### config.mk
export PLATFORM = sky130hd
export DESIGN_NAME = bus_scheduler
export DESIGN_NICKNAME = d
export VERILOG_FILES = /design/src/rtl/bus_scheduler_pkg.sv /design/src/rtl/bus_scheduler_arbiter.sv /design/src/rtl/bus_scheduler.sv
export SDC_FILE = /design/constraint.sdc
export NUM_CORES = 1
export LEC_CHECK = 0
export CAP_MARGIN = 20
export CORE_ASPECT_RATIO = 1.4
export CORE_MARGIN = 5
export CORE_UTILIZATION = 40
export CTS_BUF_LIST = sky130_fd_sc_hd__clkbuf_8
export DETAILED_ROUTE_END_ITERATION = 12
export PLACE_DENSITY = 0.83
export SYNTH_ARGS = -nofsm -noshare
export SYNTH_HDL_FRONTEND = slang
export SYNTH_SLANG_ARGS = --single-unit
### constraint.sdc
create_clock -name clk_i -period 2.3 [get_ports clk_i]
set_clock_uncertainty 0.1 [all_clocks]
set_input_delay 0.46 -clock clk_i [delete_from_list [all_inputs] [get_ports clk_i]]
set_output_delay 0.46 -clock clk_i [all_outputs]
set_load 0.05 [all_outputs]
### src/rtl/bus_scheduler_pkg.sv
// Shared types and constants for the system bus scheduler.
// Contents:
//   state_t    - access sequencer states (IDLE, SETUP, ACCESS, ACK)
//   req_id_t   - requester identity latched at grant time
//   CNT_WIDTH  - width of the ACCESS-phase cycle counter
//   NUM_REQ    - number of requesters
//   IDX_*      - bit positions of each requester in the request/grant vectors
package bus_scheduler_pkg;

  localparam int CNT_WIDTH = 4;
  localparam int NUM_REQ   = 3;

  // Request/grant vectors put video in bit 0, SPI in bit 1 and CPU in bit 2,
  // so these indices line up with the req_id_t encoding below.
  localparam int IDX_VIDEO = 0;
  localparam int IDX_SPI   = 1;
  localparam int IDX_CPU   = 2;

  typedef enum logic [1:0] {
    IDLE   = 2'd0,
    SETUP  = 2'd1,
    ACCESS = 2'd2,
    ACK    = 2'd3
  } state_t;

  typedef enum logic [1:0] {
    REQ_VIDEO = 2'd0,
    REQ_SPI   = 2'd1,
    REQ_CPU   = 2'd2
  } req_id_t;

  // Turns a one-hot grant into the requester id that is stored for the
  // remainder of the access. An all-zero grant maps to video; callers only
  // use the result when some grant bit is set.
  function automatic req_id_t grantToId(input logic [NUM_REQ-1:0] grant);
    req_id_t id;
    id = REQ_VIDEO;
    if (grant[IDX_SPI]) begin
      id = REQ_SPI;
    end else if (grant[IDX_CPU]) begin
      id = REQ_CPU;
    end
    return id;
  endfunction

endpackage

### src/rtl/bus_scheduler_arbiter.sv
// Requester arbiter for the bus scheduler.
// Video has strict priority. SPI and CPU share the bus round-robin, with the
// turn pointer stored here. The pointer only moves when update_i is high,
// which happens on the cycle the scheduler actually accepts the grant.
// Ports:
//   clk_i, reset_n_i - system clock, synchronous active-low reset
//   req_i            - request vector {cpu, spi, video}
//   update_i         - grant accepted this cycle; advance the pointer
//   grant_o          - one-hot grant (all zero when nothing requests)
module bus_scheduler_arbiter
  import bus_scheduler_pkg::*;
(
  input  logic               clk_i,
  input  logic               reset_n_i,
  input  logic [NUM_REQ-1:0] req_i,
  input  logic               update_i,
  output logic [NUM_REQ-1:0] grant_o
);

  logic cpuTurn_q;
  logic cpuTurn_d;

  // Priority select. A lone SPI or CPU request wins whatever the pointer
  // says; the pointer only breaks a tie between the two.
  always_comb begin
    grant_o = '0;
    if (req_i[IDX_VIDEO]) begin
      grant_o[IDX_VIDEO] = 1'b1;
    end else if (req_i[IDX_SPI] && req_i[IDX_CPU]) begin
      if (cpuTurn_q) begin
        grant_o[IDX_CPU] = 1'b1;
      end else begin
        grant_o[IDX_SPI] = 1'b1;
      end
    end else if (req_i[IDX_SPI]) begin
      grant_o[IDX_SPI] = 1'b1;
    end else if (req_i[IDX_CPU]) begin
      grant_o[IDX_CPU] = 1'b1;
    end
  end

  // Pointer update. Serving SPI hands the next tie to CPU and vice versa.
  // A video grant leaves the pointer where it was.
  always_comb begin
    cpuTurn_d = cpuTurn_q;
    if (update_i) begin
      if (grant_o[IDX_SPI]) begin
        cpuTurn_d = 1'b1;
      end else if (grant_o[IDX_CPU]) begin
        cpuTurn_d = 1'b0;
      end
    end
  end

  // Pointer register. Reset gives SPI the first tie.
  always_ff @(posedge clk_i) begin
    if (!reset_n_i) begin
      cpuTurn_q <= 1'b0;
    end else begin
      cpuTurn_q <= cpuTurn_d;
    end
  end

endmodule

### src/rtl/bus_scheduler.sv
// System bus scheduler.
// Shares the single system bus between three requesters: video fetch, the
// SPI/MCU bridge and the CPU. Each granted access runs through four phases:
//   IDLE   - arbitrate, then latch address, write data and direction
//   SETUP  - one quiet clock so the external decoder can settle
//   ACCESS - RAM_CYCLES clocks of RAM strobes; the I/O strobe lasts one clock
//   ACK    - one clock with the winner's ack and captured read data
// Writes to regions the decoder marks read-only are dropped silently, but the
// requester still receives its ack.
// Ports:
//   clk_i, reset_n_i               - system clock, synchronous active-low reset
//   video_req_i/addr_i, video_ack_o - video read port
//   spi_req/we/addr/wdata_i, spi_ack_o - SPI bridge port
//   cpu_req/we/addr/wdata_i, cpu_ack_o - CPU port
//   rdata_o                        - read data, held until the next ack
//   bus_addr_o, bus_wdata_o        - latched bus address and write data
//   bus_rdata_i                    - data returned by RAM/IO
//   ram_en_i, io_en_i, is_readonly_i - decoder results for bus_addr_o
//   ram_oe_o, ram_we_o             - RAM output and write enables
//   io_strobe_o, io_we_o           - single-clock I/O cycle and its direction
module bus_scheduler
  import bus_scheduler_pkg::*;
#(
  parameter int RAM_CYCLES = 2,  // legal range 1..15
  parameter int ADDR_WIDTH = 17,
  parameter int DATA_WIDTH = 8
) (
  input  logic                  clk_i,
  input  logic                  reset_n_i,
  input  logic                  video_req_i,
  input  logic [ADDR_WIDTH-1:0] video_addr_i,
  output logic                  video_ack_o,
  input  logic                  spi_req_i,
  input  logic                  spi_we_i,
  input  logic [ADDR_WIDTH-1:0] spi_addr_i,
  input  logic [DATA_WIDTH-1:0] spi_wdata_i,
  output logic                  spi_ack_o,
  input  logic                  cpu_req_i,
  input  logic                  cpu_we_i,
  input  logic [ADDR_WIDTH-1:0] cpu_addr_i,
  input  logic [DATA_WIDTH-1:0] cpu_wdata_i,
  output logic                  cpu_ack_o,
  output logic [DATA_WIDTH-1:0] rdata_o,
  output logic [ADDR_WIDTH-1:0] bus_addr_o,
  output logic [DATA_WIDTH-1:0] bus_wdata_o,
  input  logic [DATA_WIDTH-1:0] bus_rdata_i,
  input  logic                  ram_en_i,
  input  logic                  io_en_i,
  input  logic                  is_readonly_i,
  output logic                  ram_oe_o,
  output logic                  ram_we_o,
  output logic                  io_strobe_o,
  output logic                  io_we_o
);

  // The counter counts down from this value, so the first ACCESS clock is
  // the one where the counter still holds it.
  localparam logic [CNT_WIDTH-1:0] CNT_LOAD = CNT_WIDTH'(RAM_CYCLES - 1);

  state_t                state_q, state_d;
  req_id_t               id_q, id_d;
  logic                  we_q, we_d;
  logic [ADDR_WIDTH-1:0] addr_q, addr_d;
  logic [DATA_WIDTH-1:0] wdata_q, wdata_d;
  logic [DATA_WIDTH-1:0] rdata_q, rdata_d;
  logic [CNT_WIDTH-1:0]  cnt_q, cnt_d;

  logic [NUM_REQ-1:0]    reqVec;
  logic [NUM_REQ-1:0]    grant;
  logic                  grantEn;

  assign reqVec  = {cpu_req_i, spi_req_i, video_req_i};
  assign grantEn = (state_q == IDLE) && (|reqVec);

  bus_scheduler_arbiter u_arbiter (
    .clk_i    (clk_i),
    .reset_n_i(reset_n_i),
    .req_i    (reqVec),
    .update_i (grantEn),
    .grant_o  (grant)
  );

  // Sequencer next-state logic. Requester inputs are only looked at on the
  // grant cycle; after that the access runs entirely from the latched copy.
  // Read data is captured on the last ACCESS clock so it is already valid
  // in rdata_o during ACK.
  always_comb begin
    state_d = state_q;
    id_d    = id_q;
    we_d    = we_q;
    addr_d  = addr_q;
    wdata_d = wdata_q;
    rdata_d = rdata_q;
    cnt_d   = cnt_q;
    case (state_q)
      IDLE: begin
        if (grantEn) begin
          state_d = SETUP;
          id_d    = grantToId(grant);
          if (grant[IDX_VIDEO]) begin
            we_d    = 1'b0;
            addr_d  = video_addr_i;
            wdata_d = '0;
          end else if (grant[IDX_SPI]) begin
            we_d    = spi_we_i;
            addr_d  = spi_addr_i;
            wdata_d = spi_wdata_i;
          end else begin
            we_d    = cpu_we_i;
            addr_d  = cpu_addr_i;
            wdata_d = cpu_wdata_i;
          end
        end
      end
      SETUP: begin
        cnt_d   = CNT_LOAD;
        state_d = ACCESS;
      end
      ACCESS: begin
        if (cnt_q == '0) begin
          state_d = ACK;
          rdata_d = bus_rdata_i;
        end else begin
          cnt_d = cnt_q - 1'b1;
        end
      end
      ACK: begin
        state_d = IDLE;
      end
      default: begin
        state_d = IDLE;
      end
    endcase
  end

  // Sequencer registers. Reset lands in IDLE from any state, which aborts an
  // in-flight access without an ack.
  always_ff @(posedge clk_i) begin
    if (!reset_n_i) begin
      state_q <= IDLE;
      id_q    <= REQ_VIDEO;
      we_q    <= 1'b0;
      addr_q  <= '0;
      wdata_q <= '0;
      rdata_q <= '0;
      cnt_q   <= '0;
    end else begin
      state_q <= state_d;
      id_q    <= id_d;
      we_q    <= we_d;
      addr_q  <= addr_d;
      wdata_q <= wdata_d;
      rdata_q <= rdata_d;
      cnt_q   <= cnt_d;
    end
  end

  // Bus strobes and acks. These are decoded from the registered state plus
  // the decoder enables. The decoder enables are stable because bus_addr_o
  // has been held since SETUP. A read-only region masks only the write
  // enable; the access still runs its full length and acks.
  always_comb begin
    ram_oe_o    = 1'b0;
    ram_we_o    = 1'b0;
    io_strobe_o = 1'b0;
    io_we_o     = 1'b0;
    video_ack_o = 1'b0;
    spi_ack_o   = 1'b0;
    cpu_ack_o   = 1'b0;
    if (state_q == ACCESS) begin
      ram_oe_o = ram_en_i & ~we_q;
      ram_we_o = ram_en_i & we_q & ~is_readonly_i;
      if (cnt_q == CNT_LOAD) begin
        io_strobe_o = io_en_i;
        io_we_o     = io_en_i & we_q;
      end
    end
    if (state_q == ACK) begin
      video_ack_o = (id_q == REQ_VIDEO);
      spi_ack_o   = (id_q == REQ_SPI);
      cpu_ack_o   = (id_q == REQ_CPU);
    end
  end

  assign rdata_o     = rdata_q;
  assign bus_addr_o  = addr_q;
  assign bus_wdata_o = wdata_q;

endmodule

## Word level (Yosys, flattened, before mapping)

Index checks and enable logic that the tools add are counted.

| storage, ports and cells | value |
|---|---|
| bits in registers | 43 |
| bits in latches | 0 |
| memory bits (writable) | 0 |
| bits in read-only memories | 0 |
| input bits | 85 |
| output and inout bits | 40 |
| memories kept | 0 |

| cells by class | value |
|---|---|
| add/subtract/negate cells | 1 |
| $mul | 0 |
| divide/modulo/power cells | 0 |
| order comparisons | 0 |
| eq/ne operators | 9 |
| shift operators | 0 |
| muxes and demuxes | 32 |
| bitwise operators | 6 |
| reduce and logical (&&, ||, !) cells | 13 |

Operators by type and width:

| cell | number |
|---|---|
| 17-bit 2-to-1 mux | 2 |
| 1-bit 2-to-1 mux | 19 |
| 8-bit 2-to-1 mux | 2 |
| 2-bit 2-to-1 mux | 6 |
| 2-bit AND reduction | 5 |
| 2-bit one-hot mux with 4 select lines | 1 |
| 4-bit one-hot mux with 2 select lines | 1 |
| 2-bit == test, second input constant | 3 |
| 2-bit inequality test, second input constant | 3 |
| 1-bit bitwise AND | 4 |
| 2-bit by 1-bit == test with 1-bit output, second input constant | 2 |
| 4-bit by 1-bit == test with 1-bit output, second input constant | 1 |
| 2-bit zero test | 2 |
| 4-bit zero test | 1 |
| 4-bit 2-to-1 mux | 1 |
| 2-bit nonzero test | 2 |
| 4-bit by 1-bit subtractor with 4-bit output, second input constant | 1 |
| 3-bit OR reduction | 1 |
| 1-bit logical AND | 2 |
| 1-bit inverter | 2 |

## Longest topological paths before layout

| logic depth | value |
|---|---|
| word-level depth | 6 |
| depth in mapped cells | 8 |

## Hierarchy

Synthesis repeated with hierarchy kept, for this count alone.

| second synthesis, totals | value |
|---|---|
| cell total of the unflattened synthesis | 243 |
| area total of the unflattened synthesis | 2282.2 µm² |

Modules (own cells, without submodules):

| module | instances | cells an instance | area an instance (µm²) |
|---|---|---|---|
| bus_scheduler | 1 | 234 | 2200.9 |
| bus_scheduler_arbiter | 1 | 9 | 81.3 |

## Worst setup path after synthesis

No wires, ideal clock.

| timing path | value |
|---|---|
| kind | register to output |
| start point | reg state_q[0] |
| end point | out ram_we_o |
| data arrival time | 1890 ps |
| required time | 1740 ps |
| setup slack | -150 ps |
| cell stages (with the launch flop) | 6 |
| path through | dfxtp_1 > inv_1 > ha_1 > buf_2 > nand2_1 > nor3b_1 |

| on the way | value |
|---|---|
| longest elaborated chain between the ends | 2 |

Ends and longest elaborated chain:

| item | line | text |
|---|---|---|
| from (decl) | bus_scheduler.sv:60 | `state_t state_q, state_d;` |
| from (signal assigned) | bus_scheduler.sv:148 | `state_q <= state_d;` |
| 2-bit == test | bus_scheduler.sv:170 | `if (state_q == ACCESS) begin` |
| 1-bit 2-to-1 mux | bus_scheduler.sv:170 |  |
| to (decl) | bus_scheduler.sv:51 | `output logic ram_we_o,` |

Every way passes these cells.

## Worst setup path after layout

| timing path | value |
|---|---|
| start point | reg state_q[0] |
| end point | out io_we_o |

| on the way | value |
|---|---|
| longest elaborated chain between the ends | 2 |

Ends and longest elaborated chain:

| item | line | text |
|---|---|---|
| 2-bit == test | bus_scheduler.sv:170 |  |
| 1-bit 2-to-1 mux | bus_scheduler.sv:170 |  |
| to (decl) | bus_scheduler.sv:53 | `output logic io_we_o` |

Every way passes these cells.

==> impl_metrics.toml <==
[outcome]
status = "finished, final reports clean"

[floorplan]
initial_utilization_pct = 40.6
num_rows = 32
coreArea_sq_um = 5490
die_width_um = 73.1
ios = 125
die_y_um = 98.3
dieArea_sq_um = 7180

[logic_synthesis]
muxShareOfSynthArea_pct = 15.7
async_flop_share_pct = 0
syn-num-nets = 322
ys_ff_latch = 43
synth_edf_count = 0
post_synth_num_cell_types = 41
ys_warn_count = 0
synthSimpleGateAreaFrac_pct = 15.7
synthAdderAreaFrac_pct = 3.93
synth_top_family_by_area = "compound AO/OA/AOI/OAI gates"
synthXorXnorAreaFrac_pct = 0.786
synth-compound-area-share_pct = 18.7
netlist_instances = 230
synthesis.area_sq_um = 2230
ys_seq_area_share_pct = 38.6
yosysTopAreaCellShare_pct = 38.6
yosys.area.top_type = "dfxtp_1"
syn_area_per_cell_sq_um = 9.69
synth_area_leaders = "dfxtp_1 (39%), mux2i_1 (16%), a22o_1 (6.7%), nand2_1 (5.6%), o21ai_2 (4.3%)"
synth_top_flop_cell = "dfxtp_1"

[cts]
cts_buffers = 5
clockBufferDepth = 2
cts_hold_buf = 0
cts_sinks = 43
root_buffer = "clkbuf_8"
cts_setup_buffers = 0
cts_tree = "yes"
clock_latency_ns = 0.29
htree_levels = 2
clk_pin_slew_ns = 0.08

[timing]
fin_hold_ws_ns = 0.351
setup_viol = 0
slew_violations = 0
slew_headroom_pct = 56.1
fin_crit_sh_pct = 93.0
final.setup.tns_ns = 0
rsz0062_at_grt = "no"
worstMarginPinSlew_ns = 0.658
post-route-min-period_ns = 2.14
fmax_mhz = 467
finalHoldViolCount = 0

[pwr]
power_frac_clock_pct = 17.5
ir_drop_uv = 562
p_total_uw = 3320
p_sw_share_pct = 41.0
powerDensity_nw_per_um2 = 908
seqPwrFrac_pct = 30.8
p_switching_uw = 1360
intPower_uw = 1960
leakage_uw = 0.00141
p_comb_share_pct = 51.8

[detailed_routing]
detailedRoute.firstPassIterationCount = 4
drt_iter0_markers = 73
wire_per_inst_um = 14.6
routed-via-count = 2065
avgViaCountPerCell = 4.90
wl_um = 6130
drc = 0
antenna_left = 0

[worst_setup_path]
crit_chain = "inv_1 -> ha_2 -> and4_1 -> and2_1 -> buf_12"
r2r_start = "state_q[1]"
cpLargestDelayFamily = "simple AND/OR/NAND/NOR gates"
worstSetupPathDepth = 5
regToRegSetupSlack_ns = 0.47
r2r_end = "bus_addr_o[3]"
required_ns = 1.74
max_stage_delay_ns = 0.34
reg2reg_depth = 6
critPathMaxFanout = 9
slowest_stage = "dfxtp_1"
arrival_ns = 1.58
worstSetupStartpointType = "flop"
worstSetupPathType = "flop to primary output"
crit_start = "state_q[0]"
worst_setup_path_end_kind = "primary output"
cp.buffers_inverters = 2

[worst_hold_path]
hp-start = "bus_wdata_o[5]"
hold_class = "flop to flop"
hold_end = "bus_wdata_o[5]"
hold_depth = 2

[global_routing]
grt_pass1_vias = 2082
grt-busiest-layer = "met2"
grtUsageMet2_pct = 30.4
antenna_found_initial = 0
met3_usage_pct = 3.50
grt_max_degree = 28
grt_usage_pct = 17.2
use_met1_pct = 18.9
grt_pass1_wl_um = 9650
grt_overflow = 0

[place]
dp_hpwl_um = 4900
gp_congestion = 0.755
port_buffers = 124

[flow_run]
cap_viol_max_count = 0

[finish]
utilization_pct = 66.7
fill_cells = 453
n_antenna_cell = 0
final_nets = 444
drive_gt1_share_pct = 11.0
area_growth_pct = 64.2
## power by group through the flow
| stage | Combinational, uW | Clock (uW) | Sequential, uW |
|---|---|---|---|
| finish | 1720 | 580 | 1020 |
| global route | 1850 | 628 | 1040 |
| CTS | 1740 | 598 | 1020 |
| detailed placement | 1730 | 0 | 1040 |
| global placement | 1700 | 0 | 1030 |
| floorplan | 750 | 0 | 1450 |
## synth_stat cells, types with 2 or more instances
master    number
o21ai_0        7
nand2_1       33
nand3_1        4
mux2i_1       35
nor2_1         7
o21ai_1       10
and2_1         3
buf_2          5
and3_1         2
inv_1          4
nor2b_1       10
o21ai_2       11
buf_12         2
xor2_1         2
buf_6          3
clkbuf_1       2
dfxtp_1       43
nor3b_1        2
ha_1           7
a22o_1        17
## per-stage QoR
stage                     setup slack (ns)  cell area, sq um  instances
final                                0.160              3660        421
after global routing                0.0570              3660        421
after detailed placement            0.0771              3540        413
after CTS                           0.0701              3660        421
after global placement               0.128              3540        413
after floorplan                     0.0546              2230        230
## worst max-delay path by stage
stage / to / slack [ns]
final: io_we_o / 0.16
after global routing: io_we_o / 0.06
after CTS: io_we_o / 0.07
after detailed placement: bus_addr_o[3] / 0.08
after global placement: bus_addr_o[0] / 0.13
after floorplan: video_ack_o / 0.05
## flip-flops by register name (all words and copies together) (netlist names)
name and flops:
cnt_q 4, state_q 2, bus_addr_o 17, rdata_o 8
id_q 2, we_q 1, u_arbiter.cpuTurn_q 1, bus_wdata_o 8
## cells by family after synthesis
| logic type | Yosys count |
|---|---|
| simple gates | 70 |
| flops | 43 |
| buf+inv | 20 |
| mux | 35 |
| fa+ha+maj | 7 |
| compound gates | 53 |
| xor+xnor | 2 |
## metal layers
metal	part of all wire [%]	up-vias
met3	5.7	12
met1	38	932
li1	-	1051
met4	2.7	0
met5	0	-
met2	53	70
## worst min-delay path, delay by kind of cell, from the launching register on
kind               cells  cell delay (ns)
AOI/OAI and AO/OA      1             0.05
and+or+nand+nor        1             0.05
DFF                    1             0.31
## what timing repair did
| item | CTS | global route |
|---|---|---|
| hold endpoints to repair | 0 | 0 |
| setup endpoints to repair | 0 | 1 |
| gates resized for setup | 0 | 1 |
## final cells by class
type / count / area, sq um / share of cell area [%]
Clock inverter: 3 / 43.8 / 1.20
Tap cell: 68 / 85.1 / 2.33
Inverter: 5 / 18.8 / 0.513
Timing Repair Buffer: 130 / 1340 / 36.7
Sequential cell: 43 / 861 / 23.5
Multi-Input combinational cell: 167 / 1240 / 33.8
Clock buffer: 5 / 68.8 / 1.88
## cell usage in the layout, fill, tap and decap left out, types with 4 or more instances in the layout
master | netlist | final
clkbuf_8 | 0 | 5
nor2b_1 | 10 | 10
o21ai_2 | 11 | 11
buf_12 | 2 | 6
buf_4 | 1 | 7
ha_1 | 7 | 6
nor2_1 | 7 | 7
o21ai_1 | 10 | 10
o21ai_0 | 7 | 7
nand3_1 | 4 | 4
mux2i_1 | 35 | 35
inv_1 | 4 | 4
nand2_1 | 33 | 33
dfxtp_1 | 43 | 43
clkdlybuf4s50_1 | 0 | 117
a22o_1 | 17 | 17
No activity file was read; power rests on OpenSTA's default activity.
